## src/rtl/boid_pkg.sv

```systemverilog
// Shared screen geometry, fixed-point and frame-buffer address types,
// and the drawer FSM state encoding.
// The ERASE state exists only when BOID_FB_ERASE_EN is defined.
package boid_pkg;

  localparam int SCREEN_W = 640;
  localparam int SCREEN_H = 480;

  // Signed 16.16 fixed point; the integer pixel is bits [31:16].
  typedef logic signed [31:0] fix16_16;
  typedef logic [18:0]        fb_addr_t;

  typedef enum logic [2:0] {
    ST_IDLE  = 3'd0,
    ST_READ  = 3'd1,
    ST_CALC  = 3'd2,
`ifdef BOID_FB_ERASE_EN
    ST_ERASE = 3'd3,
`endif
    ST_DRAW  = 3'd4,
    ST_NEXT  = 3'd5
  } draw_state_t;

endpackage

```

## src/rtl/fix_to_fb_addr.sv

```systemverilog
// Converts a 16.16 boid position to a frame-buffer word address.
// Off-screen positions report on_screen=0 and a zero address.
module fix_to_fb_addr
  import boid_pkg::*;
(
  input  fix16_16    x_fix,
  input  fix16_16    y_fix,
  output fb_addr_t   addr,
  output logic       on_screen
);

  localparam logic signed [15:0] W_PIX = 16'(SCREEN_W);
  localparam logic signed [15:0] H_PIX = 16'(SCREEN_H);

  logic signed [15:0] x_pix;
  logic signed [15:0] y_pix;
  logic               unused_frac;

  assign x_pix = x_fix[31:16];
  assign y_pix = y_fix[31:16];

  // Fractional bits never influence which pixel is hit.
  assign unused_frac = ^{x_fix[15:0], y_fix[15:0]};

  assign on_screen = (x_pix >= 16'sd0) && (x_pix < W_PIX) &&
                     (y_pix >= 16'sd0) && (y_pix < H_PIX);

  // Both coordinates are non-negative whenever the address is used.
  assign addr = on_screen
              ? fb_addr_t'(y_pix) * fb_addr_t'(SCREEN_W) + fb_addr_t'(x_pix)
              : '0;

endmodule

```

## src/rtl/boid_fb_drawer.sv

```systemverilog
// Scans every boid slot once per start request and plots each boid into
// the frame buffer, waiting on fb_ready for every write.
// Optional feature macro: BOID_FB_ERASE_EN -- remembers each boid's last
// drawn address and overwrites it with BG_COLOR before drawing again.
module boid_fb_drawer
  import boid_pkg::*;
#(
  parameter int         num_boids  = 2,
  parameter logic [7:0] BOID_COLOR = 8'hFF,
  parameter logic [7:0] BG_COLOR   = 8'h00
) (
  input  logic                        clk,
  input  logic                        reset,
  input  logic                        start,
  output logic                        busy,
  output logic                        done,
  output logic [$clog2(num_boids):0]  which_boid,
  input  logic [31:0]                 x_in_32,
  input  logic [31:0]                 y_in_32,
  output logic [18:0]                 fb_addr,
  output logic [7:0]                  fb_data,
  output logic                        fb_we,
  input  logic                        fb_ready
);

  localparam int WB = $clog2(num_boids) + 1;
  localparam logic [WB-1:0] LAST_BOID = WB'(num_boids - 1);

  draw_state_t state;
  fb_addr_t    pix_addr;
  logic        pix_on;
  logic        write_done;

  fix_to_fb_addr u_fix_to_fb_addr (
    .x_fix     (x_in_32),
    .y_fix     (y_in_32),
    .addr      (pix_addr),
    .on_screen (pix_on)
  );

  // A write state may leave once the pending write is accepted, or at
  // once when there is nothing to write.
  assign write_done = fb_ready || !fb_we;

`ifdef BOID_FB_ERASE_EN
  localparam int SLOT_W = (num_boids > 1) ? $clog2(num_boids) : 1;
  localparam int SLOTS  = 2 ** SLOT_W;

  fb_addr_t           prev_addr [SLOTS];
  logic [SLOTS-1:0]   prev_valid;
  logic [SLOT_W-1:0]  slot;
  fb_addr_t           cur_addr;
  logic               cur_on;

  assign slot = which_boid[SLOT_W-1:0];

  // Remember where each boid was drawn once its DRAW slot completes.
  always_ff @(posedge clk) begin
    if (reset) begin
      prev_valid <= '0;
    end else if (state == ST_DRAW && write_done) begin
      prev_valid[slot] <= cur_on;
      prev_addr[slot]  <= cur_addr;
    end
  end
`else
  localparam logic [7:0] unused_bg_color = BG_COLOR;
`endif

  // Main sequencer: READ -> CALC -> [ERASE] -> DRAW -> NEXT per boid.
  always_ff @(posedge clk) begin
    if (reset) begin
      state      <= ST_IDLE;
      busy       <= 1'b0;
      done       <= 1'b0;
      fb_we      <= 1'b0;
      fb_addr    <= '0;
      fb_data    <= '0;
      which_boid <= '0;
`ifdef BOID_FB_ERASE_EN
      cur_addr   <= '0;
      cur_on     <= 1'b0;
`endif
    end else begin
      done <= 1'b0;
      case (state)
        ST_IDLE: begin
          which_boid <= '0;
          if (start) begin
            state <= ST_READ;
            busy  <= 1'b1;
          end
        end
        ST_READ: state <= ST_CALC;
        ST_CALC: begin
`ifdef BOID_FB_ERASE_EN
          cur_addr <= pix_addr;
          cur_on   <= pix_on;
          state    <= ST_ERASE;
          fb_we    <= prev_valid[slot];
          fb_addr  <= prev_addr[slot];
          fb_data  <= BG_COLOR;
`else
          state    <= ST_DRAW;
          fb_we    <= pix_on;
          fb_addr  <= pix_addr;
          fb_data  <= BOID_COLOR;
`endif
        end
`ifdef BOID_FB_ERASE_EN
        ST_ERASE: begin
          if (write_done) begin
            state   <= ST_DRAW;
            fb_we   <= cur_on;
            fb_addr <= cur_addr;
            fb_data <= BOID_COLOR;
          end
        end
`endif
        ST_DRAW: begin
          if (write_done) begin
            state <= ST_NEXT;
            fb_we <= 1'b0;
          end
        end
        ST_NEXT: begin
          if (which_boid == LAST_BOID) begin
            state      <= ST_IDLE;
            busy       <= 1'b0;
            done       <= 1'b1;
            which_boid <= '0;
          end else begin
            state      <= ST_READ;
            which_boid <= which_boid + WB'(1);
          end
        end
        default: state <= ST_IDLE;
      endcase
    end
  end

endmodule
```

## config.mk

```make
export PLATFORM = sky130hd
export DESIGN_NAME = boid_fb_drawer
export DESIGN_NICKNAME = d
export VERILOG_FILES = /design/src/rtl/boid_pkg.sv /design/src/rtl/fix_to_fb_addr.sv /design/src/rtl/boid_fb_drawer.sv
export SDC_FILE = /design/constraint.sdc
export NUM_CORES = 1
export LEC_CHECK = 0
export ABC_AREA = 1
export BUFFER_PORTS_ARGS = -buffer_cell sky130_fd_sc_hd__clkbuf_2
export CAP_MARGIN = 40
export CELL_PAD_IN_SITES_DETAIL_PLACEMENT = 1
export CELL_PAD_IN_SITES_GLOBAL_PLACEMENT = 1
export CORE_MARGIN = 8
export CORE_UTILIZATION = 35
export DETAILED_ROUTE_END_ITERATION = 12
export PLACE_DENSITY_LB_ADDON = 0.12
export REMOVE_ABC_BUFFERS = 1
export SLEW_MARGIN = 40
export SYNTH_ARGS = -nofsm -noshare
export SYNTH_HDL_FRONTEND = slang
export SYNTH_HIERARCHICAL = 1
export SYNTH_SLANG_ARGS = --single-unit
```

## constraint.sdc

```tcl
create_clock -name clk -period 4.5 [get_ports clk]
set_clock_uncertainty 0.05 [all_clocks]
set_input_delay 0.45 -clock clk [delete_from_list [all_inputs] [get_ports clk]]
set_output_delay 0.45 -clock clk [all_outputs]
set_load 0.02 [all_outputs]
```

==> results.json <==
{
  "status": "finished clean",
  "rows": 30,
  "seqPwrFrac_pct": 33.9,
  "path_cells": "clkbuf_2 -> ha_1 -> ha_1 -> fa_1 -> nand2_1 -> nand2_1 -> nand2_1 -> nor2_1 -> nor2_1 -> xnor2_1 -> ha_1 -> nand2_1 -> nor2_1 -> nand2_1 -> nor2_1 -> nor2_1 -> nor2_1 -> nor2_1 -> o21ai_0 -> nor2_1",
  "pwr-share-comb_pct": 47.7,
  "core_mm2": 0.00672,
  "cap_violations": 0,
  "grt_max_degree": 24,
  "wire_per_inst_um": 12.4,
  "p_sw_share_pct": 40.7,
  "first_global_vias": 2497,
  "port_buffers": 67,
  "seq_area_frac_synth_pct": 23.2,
  "syn_area_mm2": 0.00241,
  "overflow": 0,
  "vias": 2405,
  "setup_tns_ns": 0,
  "hold_violations": 0,
  "final.fill_count": 953,
  "p_leak_nw": 1.50,
  "worstPathMaxFanout": 4,
  "drive_above_1_share_pct": 19.4,
  "viasPerCell": 4.73,
  "die_w_um": 99.0,
  "die_y_um": 99.0,
  "cp_slowest_stage_delay_ns": 0.41,
  "p_switching_w": 0.000339,
  "cts_setup_buffers": 0,
  "fin_crit_sh_pct": 68.3,
  "drc": 0,
  "maxSlewHeadroom_pct": 58.9,
  "grt_setup_unrepaired": "no",
  "start_util_pct": 35.9,
  "nets": 527,
  "cts_buffer_depth": 2,
  "wirelength_um": 6290,
  "postSynthCellCount": 371,
  "layout_common_cells": "nor2_1 (93), nand2_1 (70), clkbuf_2 (67), inv_1 (41)",
  "yosysWarnings": 6,
  "dp_cells": 504,
  "cp-start-kind": "primary input",
  "r2r_cells": 5,
  "place_congestion": 0.850,
  "timing.fmax_ghz": 0.325,
  "cts.repair.resized": 0,
  "postSynthAreaPerCell_um2": 6.50,
  "clk_latency_ns": 0.27,
  "antenna_found_initial": 0,
  "setup-violations-final": 0,
  "period_minus_slack_ns": 3.07,
  "min_path_type": "flip-flop to flip-flop",
  "path_class": "primary input to flip-flop",
  "root_buffer": "clkbuf_8",
  "htree_levels": 1,
  "die_area_mm2": 0.00980,
  "clkPwrFrac_pct": 18.3,
  "worstPathArrival_ns": 3.19,
  "p_int_w": 0.000494,
  "grt_pass1_wl_um": 11200,
  "area_growth_pct": 15.5,
  "drt_iter0_markers": 50,
  "diodes": 0,
  "crit_slowest_cell": "fa_1",
  "cellPowerDensity_mw_per_mm2": 299,
  "yosysUniqueCellTypes": 33,
  "ant_nets": 0,
  "cts_tree": "done",
  "worstPathRequired_ns": 4.62,
  "crit_path_end_kind": "flip-flop",
  "layout_commonest_cell": "nor2_1",
  "peakVddDrop_mv": 0.106,
  "worst_pin_slew_ns": 0.615,
  "io_pins": 100,
  "clock_sinks": 28,
  "dp_hpwl_um": 5310,
  "track_usage_pct": 13.3,
  "ys_seq_elements": 28,
  "hold-path-cell-count": 2,
  "cp_common_cell": "nor2_1",
  "final_cells": 508,
  "hold_buffers": 0,
  "dr.pass1.iters": 4,
  "clk_pin_slew_ns": 0.09,
  "slew_violations": 0,
  "cts_buffers": 3
}
==> cell type report <==
class / instances / area [um2] / area share (%)
multi-input cells: 287 / 1580 / 56.6
flip-flops and latches: 28 / 561 / 20.1
repair buffers: 67 / 335 / 12.0
inverters: 42 / 158 / 5.66
well taps: 80 / 100 / 3.59
clock buffers: 4 / 55.1 / 1.98
==> cell families after synthesis <==
logic type | Yosys count | synth area share (%)
xor+xnor | 7 | 2.54
fa+ha+maj | 30 | 16.2
simple gates | 200 | 35.4
buf+inv | 56 | 11.4
compound gates | 50 | 11.3
flops | 28 | 23.2
==> per-stage QoR <==
stage | util (%) | total power (W) | hold WS (ns) | cell area [um2] | setup slack (ns)
floorplan | - | 0.000577 | 0.411 | 2300 | 1.57
global placement | 40.7 | 0.000682 | 0.388 | 2730 | 1.11
detailed placement | 40.7 | 0.000692 | 0.387 | 2730 | 1.10
CTS | 41.5 | 0.000847 | 0.394 | 2790 | 1.38
global route | 41.5 | 0.000916 | 0.397 | 2790 | 1.08
finish | 41.5 | 0.000833 | 0.397 | 2790 | 1.43
==> cells in the mapped netlist, drive strengths merged <==
library cell  number  area, um2
nor2              98        380
nand2             71        269
inv               42        158
dfxtp             28        561
ha                28        350
o21ai             28        144
a21oi             15       75.1
buf               13        113
nand3             13       70.1
nor3               6       30.0
xor2               5       43.8
nand4              4       25.0
or2                4       25.0
a21boi             3       22.5
a21o               3       22.5
fa                 2       40.0
nand3b             2       27.5
nor4               2       27.5
xnor2              2       17.5
clkbuf             1       3.75
o21bai             1       7.51
==> metal layers <==
| layer | part of all wire, % | global-route usage, % | routed length (um) |
|---|---|---|---|
| met5 | 0 | 0 | 0 |
| met4 | 0.70 | 3.19 | 44 |
| met3 | 4.6 | 2.18 | 287 |
| met2 | 48 | 24.3 | 3000 |
| met1 | 47 | 15.6 | 2950 |
==> worst max-delay path: cells and delay by family <==
kind | cells | cell delay, ns
adder cells (fa/ha/maj) | 4 | 1.28
AND/OR/NAND/NOR | 13 | 1.13
AO/OA/AOI/OAI | 1 | 0.15
buffers and inverters | 1 | 0.12
XOR/XNOR | 1 | 0.08
==> power by group through the flow <==
stage	clock network, W	registers [W]	logic, W
after floorplan	0	0.000317	0.000260
after global placement	0	0.000288	0.000394
after detailed placement	0	0.000289	0.000403
after CTS	0.000159	0.000283	0.000405
after global routing	0.000167	0.000286	0.000463
final	0.000153	0.000283	0.000398
==> sequential cells by signal, indices dropped and copies added, names as in the netlist <==
| name | flops |
|---|---|
| fb_addr | 19 |
| fb_data | 1 |
| busy | 1 |
| fb_we | 1 |
| done | 1 |
| state | 3 |
| which_boid | 2 |
==> worst paths after layout <==
path	startpoint	endpoint	slack, ns
max	y_in_32[17]	fb_addr[18]$_SDFFE_PP0P_	1.43
min	busy$_SDFFE_PP0P_	busy$_SDFFE_PP0P_	0.40
min reg2reg	busy$_SDFFE_PP0P_	busy$_SDFFE_PP0P_	0.40
max reg2reg	state[0]$_SDFFE_PP0P_	fb_addr[6]$_SDFFE_PP0P_	3.03
(Power assumes the default switching activity.)
